<file path="src/rtl/fma_pkg.sv">
// Shared FP16 constants, types and FSM states for the FMA datapath.
package fma_pkg;

    localparam int         EXP_BIAS = 15;
    localparam int         EXP_MIN  = -14;
    localparam logic [4:0] EXP_INF  = 5'h1F;
    localparam int         MANT_W   = 10;

    typedef struct packed {
        logic              sign;
        logic [4:0]        exp;
        logic [MANT_W-1:0] frac;
    } fp16_t;

    localparam fp16_t FP16_POS_INF = fp16_t'({1'b0, EXP_INF, 10'h000});
    localparam fp16_t FP16_NEG_INF = fp16_t'({1'b1, EXP_INF, 10'h000});

    typedef enum logic [2:0] {
        StIdle,
        StDenorm,
        StNorm,
        StRound,
        StDone
    } state_e;

endpackage

</file>
<file path="src/rtl/fp16_rne_rounder.sv">
// Combinational round-to-nearest-even and FP16 packing of a normalized
// (or subnormal-aligned) magnitude whose MSB has weight 2^e_i.
module fp16_rne_rounder
    import fma_pkg::*;
#(
    parameter int unsigned ACC_W = 24,
    parameter int unsigned EXP_W = 8
) (
    input  logic [ACC_W-1:0]        m_i,
    input  logic signed [EXP_W+1:0] e_i,
    input  logic                    s_i,
    input  logic                    sticky_i,
    output logic [15:0]             fp16_o,
    output logic                    inexact_o,
    output logic                    overflow_o
);

    localparam int unsigned EW = EXP_W + 2;

    logic [MANT_W:0]        mant_raw;
    logic [MANT_W:0]        mant;
    logic [MANT_W+1:0]      mant_sum;
    logic                   guard;
    logic                   st;
    logic                   round_up;
    logic signed [EW-1:0]   e_adj;
    logic signed [EW-1:0]   biased;
    fp16_t                  res;

    // Round, handle mantissa carry-out, then choose zero/overflow/normal/subnormal packing.
    always_comb begin
        mant_raw = m_i[ACC_W-1 -: MANT_W+1];
        guard    = m_i[ACC_W-MANT_W-2];
        st       = sticky_i | (|m_i[ACC_W-MANT_W-3:0]);
        round_up = guard & (st | mant_raw[0]);
        mant_sum = {1'b0, mant_raw} + {{(MANT_W+1){1'b0}}, round_up};
        e_adj    = e_i;
        mant     = mant_sum[MANT_W:0];
        if (mant_sum[MANT_W+1]) begin
            mant  = {1'b1, {MANT_W{1'b0}}};
            e_adj = e_i + EW'(1);
        end
        biased = e_adj + EW'(EXP_BIAS);

        res        = fp16_t'({s_i, 5'h00, mant[MANT_W-1:0]});
        inexact_o  = guard | st;
        overflow_o = 1'b0;

        if ((m_i == '0) && !sticky_i) begin
            res       = fp16_t'({s_i, 15'h0000});
            inexact_o = 1'b0;
        end else if (mant[MANT_W]) begin
            // A subnormal that rounds up to 0x400 lands here with e == -14, giving field 1.
            if (biased >= EW'(31)) begin
                res        = s_i ? FP16_NEG_INF : FP16_POS_INF;
                overflow_o = 1'b1;
                inexact_o  = 1'b1;
            end else begin
                res.exp = biased[4:0];
            end
        end
        fp16_o = res;
    end

endmodule

</file>
<file path="src/rtl/fp16_normalize_pack.sv">
// Normalizes a sign/magnitude fixed-point FMA result one bit per cycle,
// rounds to nearest-even and emits a packed FP16 word with valid/ready.
module fp16_normalize_pack
    import fma_pkg::*;
#(
    parameter int unsigned ACC_W  = 24,
    parameter int unsigned FRAC_W = 20,
    parameter int unsigned EXP_W  = 8
) (
    input  logic             clk,
    input  logic             rst,
    input  logic             in_valid,
    output logic             in_ready,
    input  logic             in_sign,
    input  logic [EXP_W-1:0] in_exp,
    input  logic [ACC_W-1:0] in_mag,
    output logic             out_valid,
    input  logic             out_ready,
    output logic [15:0]      out_fp16,
    output logic             out_inexact,
    output logic             out_overflow
);

    localparam int unsigned EW = EXP_W + 2;
    // Weight of m[MSB] relative to the input exponent.
    localparam logic signed [EW-1:0] EOffset = EW'(int'(ACC_W) - 1 - int'(FRAC_W));
    localparam logic signed [EW-1:0] EMin    = EW'(EXP_MIN);
    // Below this every bit is shifted into sticky anyway; bounds DENORM cycles.
    localparam logic signed [EW-1:0] EClamp  = EW'(EXP_MIN - int'(ACC_W));

    state_e               state_q, state_d;
    logic [ACC_W-1:0]     m_q, m_d;
    logic signed [EW-1:0] e_q, e_d;
    logic                 s_q, s_d;
    logic                 sticky_q, sticky_d;
    logic [15:0]          fp16_q, fp16_d;
    logic                 inexact_q, inexact_d;
    logic                 overflow_q, overflow_d;

    logic signed [EW-1:0] e_in_ext;
    logic signed [EW-1:0] e_cap;
    logic signed [EW-1:0] e_inc;
    logic [15:0]          rnd_fp16;
    logic                 rnd_inexact;
    logic                 rnd_overflow;

    assign e_in_ext = {{2{in_exp[EXP_W-1]}}, in_exp};
    assign e_cap    = e_in_ext + EOffset;
    assign e_inc    = e_q + EW'(1);

    fp16_rne_rounder #(
        .ACC_W (ACC_W),
        .EXP_W (EXP_W)
    ) u_rounder (
        .m_i        (m_q),
        .e_i        (e_q),
        .s_i        (s_q),
        .sticky_i   (sticky_q),
        .fp16_o     (rnd_fp16),
        .inexact_o  (rnd_inexact),
        .overflow_o (rnd_overflow)
    );

    // Next-state and datapath updates for the capture/denorm/norm/round/done sequence.
    always_comb begin
        state_d    = state_q;
        m_d        = m_q;
        e_d        = e_q;
        s_d        = s_q;
        sticky_d   = sticky_q;
        fp16_d     = fp16_q;
        inexact_d  = inexact_q;
        overflow_d = overflow_q;

        unique case (state_q)
            StIdle: begin
                if (in_valid) begin
                    m_d      = in_mag;
                    s_d      = in_sign;
                    sticky_d = 1'b0;
                    e_d      = (e_cap < EClamp) ? EClamp : e_cap;
                    state_d  = (e_cap < EMin) ? StDenorm : StNorm;
                end
            end
            StDenorm: begin
                sticky_d = sticky_q | m_q[0];
                m_d      = m_q >> 1;
                e_d      = e_inc;
                if (e_inc == EMin) begin
                    state_d = StNorm;
                end
            end
            StNorm: begin
                if ((m_q == '0) || m_q[ACC_W-1] || (e_q == EMin)) begin
                    state_d = StRound;
                end else begin
                    m_d = m_q << 1;
                    e_d = e_q - EW'(1);
                end
            end
            StRound: begin
                fp16_d     = rnd_fp16;
                inexact_d  = rnd_inexact;
                overflow_d = rnd_overflow;
                state_d    = StDone;
            end
            StDone: begin
                if (out_ready) begin
                    state_d = StIdle;
                end
            end
            default: state_d = StIdle;
        endcase
    end

    // State and datapath registers; reset aborts any job in flight.
    always_ff @(posedge clk or posedge rst) begin
        if (rst) begin
            state_q    <= StIdle;
            m_q        <= '0;
            e_q        <= '0;
            s_q        <= 1'b0;
            sticky_q   <= 1'b0;
            fp16_q     <= 16'h0000;
            inexact_q  <= 1'b0;
            overflow_q <= 1'b0;
        end else begin
            state_q    <= state_d;
            m_q        <= m_d;
            e_q        <= e_d;
            s_q        <= s_d;
            sticky_q   <= sticky_d;
            fp16_q     <= fp16_d;
            inexact_q  <= inexact_d;
            overflow_q <= overflow_d;
        end
    end

    assign in_ready     = (state_q == StIdle);
    assign out_valid    = (state_q == StDone);
    assign out_fp16     = fp16_q;
    assign out_inexact  = inexact_q;
    assign out_overflow = overflow_q;

endmodule

</file>
<file path="config.mk">
export PLATFORM = sky130hd
export DESIGN_NAME = fp16_normalize_pack
export DESIGN_NICKNAME = d
export VERILOG_FILES = /design/src/rtl/fma_pkg.sv /design/src/rtl/fp16_rne_rounder.sv /design/src/rtl/fp16_normalize_pack.sv
export SDC_FILE = /design/constraint.sdc
export NUM_CORES = 1
export LEC_CHECK = 0
export ABC_AREA = 1
export CAP_MARGIN = 20
export CELL_PAD_IN_SITES_DETAIL_PLACEMENT = 1
export CELL_PAD_IN_SITES_GLOBAL_PLACEMENT = 2
export CORE_UTILIZATION = 33
export CTS_CLUSTER_DIAMETER = 30
export DETAILED_ROUTE_END_ITERATION = 10
export GPL_ROUTABILITY_DRIVEN = 0
export GPL_TIMING_DRIVEN = 0
export PLACE_DENSITY_LB_ADDON = 0.2
export SETUP_SLACK_MARGIN = 0.1
export SLEW_MARGIN = 10
export SYNTH_ARGS = -nofsm -noshare
export SYNTH_HDL_FRONTEND = slang
export SYNTH_SLANG_ARGS = --single-unit
export TNS_END_PERCENT = 20
</file>
<file path="constraint.sdc">
create_clock -name clk -period 3.7 [get_ports clk]
set_clock_uncertainty 0.1 [all_clocks]
set_input_delay 0.925 -clock clk [delete_from_list [all_inputs] [get_ports clk]]
set_output_delay 0.925 -clock clk [all_outputs]
set_load 0.03 [all_outputs]
</file>
# --- After elaboration in Yosys (flattened, before gate mapping) ---
# Index checks and enable logic that the tools add are counted.
word_totals:
  rom_bits: 0
  mem_bits_rw: 0
  wordCells: 74
  n_memories: 0
  regBits: 57
  latch_bits: 0
op_classes:
  addsub: 5
  n_mux: 29
  n_eq_ne: 11
  n_lt_le_gt_ge: 3
  n_mul: 0
  shift: 0
  n_reduce_logical: 13
  n_div: 0
  n_bitwise: 5
op_table:
  columns: ["op", "n"]
  rows:
  - ["$pmux 24 s3", 1]
  - ["$mux 10", 5]
  - ["$mux 16", 3]
  - ["$mux 24", 2]
  - ["$pmux 10 s3", 1]
  - ["$logic_not 24->1", 1]
  - ["$eq 10x5->1 const B", 2]
  - ["$pmux 3 s5", 1]
  - ["$add 11x1->12", 1]
  - ["$mux 3", 4]
  - ["$reduce_or 12->1", 1]
  - ["$mux 11", 1]
  - ["$add 10x2->10 const B", 1]
  - ["$add 10x5->10 const B", 1]
  - ["$ge 10x6->1 const B", 1]
  - ["$sub 10x2->10 const B", 1]
  - ["$add 8x3->9 const B", 1]
  - ["$lt 9x5->1 const B", 1]
  - ["$lt 9x7->1 const B", 1]
  - ["$mux 1", 8]
  - ["$ne 2x2->1 const B", 4]
  - ["$eq 3x2->1 const B", 2]
  - ["$mux 5", 1]
  - ["$or 1x1->1", 4]
  - ["other kinds (15)", 17]

# --- Depth between registers and ports, before layout ---
depth:
  ltp_word: 11
  mapped_depth: 18
  ltp_nobuf: 17

# --- Hierarchy ---
# From an unflattened synthesis, not the netlist that was laid out.
unflattened:
  cells_unflattened: 681
  area_unflattened_um2: 4662.0
by_module_without_submodules:
  columns: ["module", "area_per_inst_um2", "cells_per_inst", "n_inst"]
  rows:
  - ["fp16_normalize_pack", 3514.6, 461, 1]
  - ["fp16_rne_rounder", 1147.4, 220, 1]

# --- Worst setup path before layout ---
# No wires, ideal clock.
synth_path:
  path_kind: "input -> register"
  start: "input port in_exp[0]"
  end: "register e_q[6]"
  t_required_ns: 3.470
  arrival_ns: 2.561
  cell_stages: 12
  path_slack_ns: 0.910
  n_path_buf: 0
  path_cell_list: "inv_1 ha_1 nor2_1 nand4_1 xor2_1 nor3b_1 o21ai_0 ha_1 inv_1 a21oi_1 a211oi_1 o21ai_0"
synth_between:
  elab_chain_cells: 5
synth_rtl:
  columns: ["item", "line", "rtl"]
  rows:
  - ["start: declaration", "fp16_normalize_pack.sv:15", "input logic [EXP_W-1:0] in_exp,"]
  - ["$add 8x3->9 *", "fp16_normalize_pack.sv:48", "assign e_cap = e_in_ext + EOffset;"]
  - ["$lt 9x7->1", "fp16_normalize_pack.sv:81", "e_d = (e_cap < EClamp) ? EClamp : e_cap;"]
  - ["$mux 10 *", "fp16_normalize_pack.sv:81", null]
  - ["$mux 10 *", "fp16_normalize_pack.sv:77", "if (in_valid) begin"]
  - ["$pmux 10 s3 *", "fp16_normalize_pack.sv:75", "unique case (state_q)"]
  - ["end signal: assignment", "fp16_normalize_pack.sv:121", "e_q <= '0;"]
  - ["end signal: assignment", "fp16_normalize_pack.sv:130", "e_q <= e_d;"]
  - ["end: declaration", "fp16_normalize_pack.sv:33", "logic signed [EW-1:0] e_q, e_d;"]
# Mark *: on every way between the ends. The rest lies on a longest branch, timed or not. The select of a mux whose other input is x is not followed.
# A chain may end at the register's enable or synchronous reset.

# --- Worst setup path in the final report ---
layout_path:
  start: "input port in_exp[0]"
  end: "register e_q[4]"
# Same word-level chain as after synthesis.

==> results.txt <==
For this run, asynchronously set or reset flops after synthesis account for 1.00. The tree built by TritonCTS fans out to 57 sinks. The post-synthesis cell area came out at 4210 um2. TritonCTS built the clock tree. Among all flip-flop cells after synthesis, the most frequent one is sky130_fd_sc_hd__dfrtp_1. The number of flip-flops and latches in the synthesized netlist came out at 57.

The data arrival time of the worst path is 3.46 ns. In the layout the commonest cells are 170 x sky130_fd_sc_hd__nand2_1, 78 x sky130_fd_sc_hd__inv_1, 57 x sky130_fd_sc_hd__o21ai_0, 57 x sky130_fd_sc_hd__dfrtp_1, 56 x sky130_fd_sc_hd__clkdlybuf4s50_1. The number of synthesis warnings came out at 0. The overall overflow remaining after global route is 0.

The overall die area is 13200 um2. The clock tree buffer depth came out at 2. For this design the ratio of total power to cell area is 924 nW/um2.

The biggest fanout along the worst timing path is 4. The detail route stage leaves a number of antenna-violating nets equal to 0. The fraction of final layout cells with drive strength greater than 1 came out at 0.0837. The antenna diode count is 0. For this run, the share of the core covered by cells in the final layout is 0.433. The worst setup path is captured at a register.

The static leakage is 2.48 nW. Including well taps, the total number of placed cells is 833. For met1 alone, demand over resource in global routing was 0.272. Setup repair after global routing left no endpoint under its margin.

The area taken by flip-flops and latches came out at 1430 um2. For this run, the total global-route usage over all layers was measured as 0.213. The post-CTS setup-driven buffer insertion count is 0. The worst slack at placement is 0.00862 ns. For this run, global-route usage on met3 was measured as 0.0337.

The flow ran to the end, and the final reports show no timing, DRC or antenna violations. The slack of the critical path is 0.340 ns. The chip width came out at 115 um. The gate count after technology mapping is 609.

Input and output buffers added on the ports amount to 56. The multi-input logic area came out at 2380 um2. The average cell area after synthesis came out at 6.91 um2. The via total after detailed routing came out at 4225. The initial antenna violation count came out at 0. The clock latency on the worst-skew pair is 0.34 ns.

The tool flagged a number of max-cap violations equal to 0. The library cell used as clock root buffer is sky130_fd_sc_hd__clkbuf_16. Yosys mapped the design onto 40 distinct sky130hd cell types. Dividing the detail-routed wire length by the instance count gives 15.3 um.

The level count of the clock H-tree came out at 3. The top-level port count came out at 57. Static timing analysis puts the maximum clock frequency at 298 MHz.

The area of the placeable core is 12200 um2. The worst setup path is launched from an input pin. The worst setup path is of the input pin to register kind.

The number of rows created at floorplan is 40. The relative slew slack came out at 0.405. The synthesized design contains 0 enable-type register cells. The remaining design rule violation count is 0. The number of nets in the layout came out at 722. For met2 alone, demand over resource in global routing was 0.370.

The total of fill cells in the finished design came out at 1619. The detailed-routing iteration count for the pre-antenna-repair pass is 4. The vertical die dimension came out at 115 um. After clock tree synthesis, the flow added hold-fix buffers numbering 0. The first global-routing pass estimated 21700 um of wire. The number of hold-slack violations in the final timing report is 0. The number of pins with negative max-slew slack in the final report came out at 0. In this run the most used layer during global routing was met2. The shortest clock period the worst path allows after layout came out at 3.36 ns. The number of standard cells in the final layout excluding fillers came out at 849. The final period utilization is 0.908. From synthesis to final layout, the design area changed by 25.7%.

Entering global routing, the biggest net connects 58 pins. The via count of the first global-routing pass came out at 4361. Total power for the finished layout comes to 0.00488 W. The final wirelength is 13000 um.

The worst hold path belongs to the class register to register. The net count of the mapped netlist is 655. The TritonCTS buffer count came out at 9. The worst voltage drop across the vdd grid is 0.396 mV. After the first detailed-routing iteration, the DRC count stood at 171. The final count of negative-setup-slack endpoints is 0. The clock slew seen by the registers of the worst setup and hold paths is 0.06 ns.

The starting density of the core is 0.344. After clock tree synthesis, the repair step resized 0 gates. The most common cell after layout, fill and taps aside is sky130_fd_sc_hd__nand2_1. The placed wire-length estimate is 10300 um. Dividing the detail-routed via count by the number of cells gives 4.98. STA puts the critical path data required time at 3.80 ns. The sequential cell area fraction in the yosys report came out at 0.339. At the pin with the least slew margin, the transition time is 0.886 ns.
## metrics by stage
| stage | setup TNS, ns | area (um2) | hold WS (ns) |
|---|---|---|---|
| finish | 0 | 5290 | 0.375 |
| global route | 0 | 5290 | 0.400 |
| CTS | 0 | 5290 | 0.380 |
| detailed placement | 0 | 4980 | 0.365 |
| global placement | -0.0110 | 4980 | 0.362 |
| floorplan | 0 | 4210 | 0.344 |
## flip-flops by register name (all words and copies together), names as in the netlist
| name | count |
|---|---|
| m_q | 24 |
| e_q | 10 |
| out_overflow | 1 |
| s_q | 1 |
| out_inexact | 1 |
| sticky_q | 1 |
| state_q | 3 |
| out_fp16 | 16 |
## cells by family after synthesis
logic type	after synthesis	share of synthesized area
simple gates	302	0.338
compound gates	123	0.166
buf+inv	101	0.0940
flops	57	0.339
xor+xnor	16	0.0333
fa+ha+maj	9	0.0268
mux	1	0.00268
## worst paths after layout
| kind | start | end | slack (ns) | depth (start not counted) |
|---|---|---|---|---|
| setup / recovery | in_exp[0] | e_q[4]$_DFFE_PP0P_ | 0.34 | 13 |
| hold / removal | out_fp16[2]$_DFFE_PP0P_ | out_fp16[2]$_DFFE_PP0P_ | 0.37 | 2 |
| setup reg to reg | e_q[0]$_DFFE_PP0P_ | out_fp16[4]$_DFFE_PP0P_ | 0.84 | 16 |
| hold reg to reg | out_fp16[2]$_DFFE_PP0P_ | out_fp16[2]$_DFFE_PP0P_ | 0.37 | 2 |
| max in group asynchronous | rst | out_fp16[11]$_DFFE_PP0P_ | 2.04 | 2 |
| min in group asynchronous | rst | m_q[6]$_DFFE_PP0P_ | 0.97 | 2 |
## power breakdown
| part | internal, W | switching, W |
|---|---|---|
| Sequential | 0.000927 | 0.000280 |
| Combinational | 0.000935 | 0.00188 |
| Clock | 0.000540 | 0.000322 |
| Total | 0.00240 | 0.00248 |
## critical path, stage by stage
cell	delay (ns)
sky130_fd_sc_hd__clkdlybuf4s50_1	0.50
sky130_fd_sc_hd__inv_1	0.05
sky130_fd_sc_hd__ha_1	0.21
sky130_fd_sc_hd__nor2_1	0.16
sky130_fd_sc_hd__nand4_1	0.14
sky130_fd_sc_hd__o21ai_0	0.39
sky130_fd_sc_hd__nor3b_1	0.10
sky130_fd_sc_hd__o21ai_0	0.10
sky130_fd_sc_hd__ha_1	0.29
sky130_fd_sc_hd__o21ai_0	0.23
sky130_fd_sc_hd__o311ai_0	0.18
sky130_fd_sc_hd__nand2_1	0.10
sky130_fd_sc_hd__o21ai_0	0.08
## cell type report
| class | instances | area share |
|---|---|---|
| tap | 168 | 0.0398 |
| sequential | 57 | 0.270 |
| multi-input combinational | 451 | 0.451 |
| clock buffer | 10 | 0.0452 |
| inverter | 80 | 0.0573 |
| timing repair buffer | 56 | 0.106 |
| buffer | 21 | 0.0180 |
| clock inverter | 6 | 0.0128 |
## per-layer routing
layer,part of all wire,vias to the layer above
met3,0.030,12
met5,0,-
li1,-,2131
met1,0.47,2018
met2,0.49,64
met4,0.012,0
## cells in the mapped netlist (all sizes together) (2+ instances only)
| cell | instances | area (um2) |
|---|---|---|
| a221oi | 3 | 26.3 |
| nor2 | 55 | 282 |
| a211oi | 2 | 15.0 |
| nor3 | 9 | 45.0 |
| nand3 | 32 | 200 |
| clkbuf | 16 | 61.3 |
| buf | 5 | 33.8 |
| a21oi | 31 | 155 |
| dfrtp | 57 | 1430 |
| xnor2 | 2 | 17.5 |
| inv | 80 | 300 |
| ha | 9 | 113 |
| nand2 | 185 | 752 |
| nor4 | 4 | 25.0 |
| o221ai | 3 | 26.3 |
| xor2 | 14 | 123 |
| o22ai | 21 | 131 |
| nor3b | 3 | 22.5 |
| o21ai | 57 | 285 |
| nand4 | 13 | 87.6 |
No activity file was read; power rests on OpenSTA's default activity.
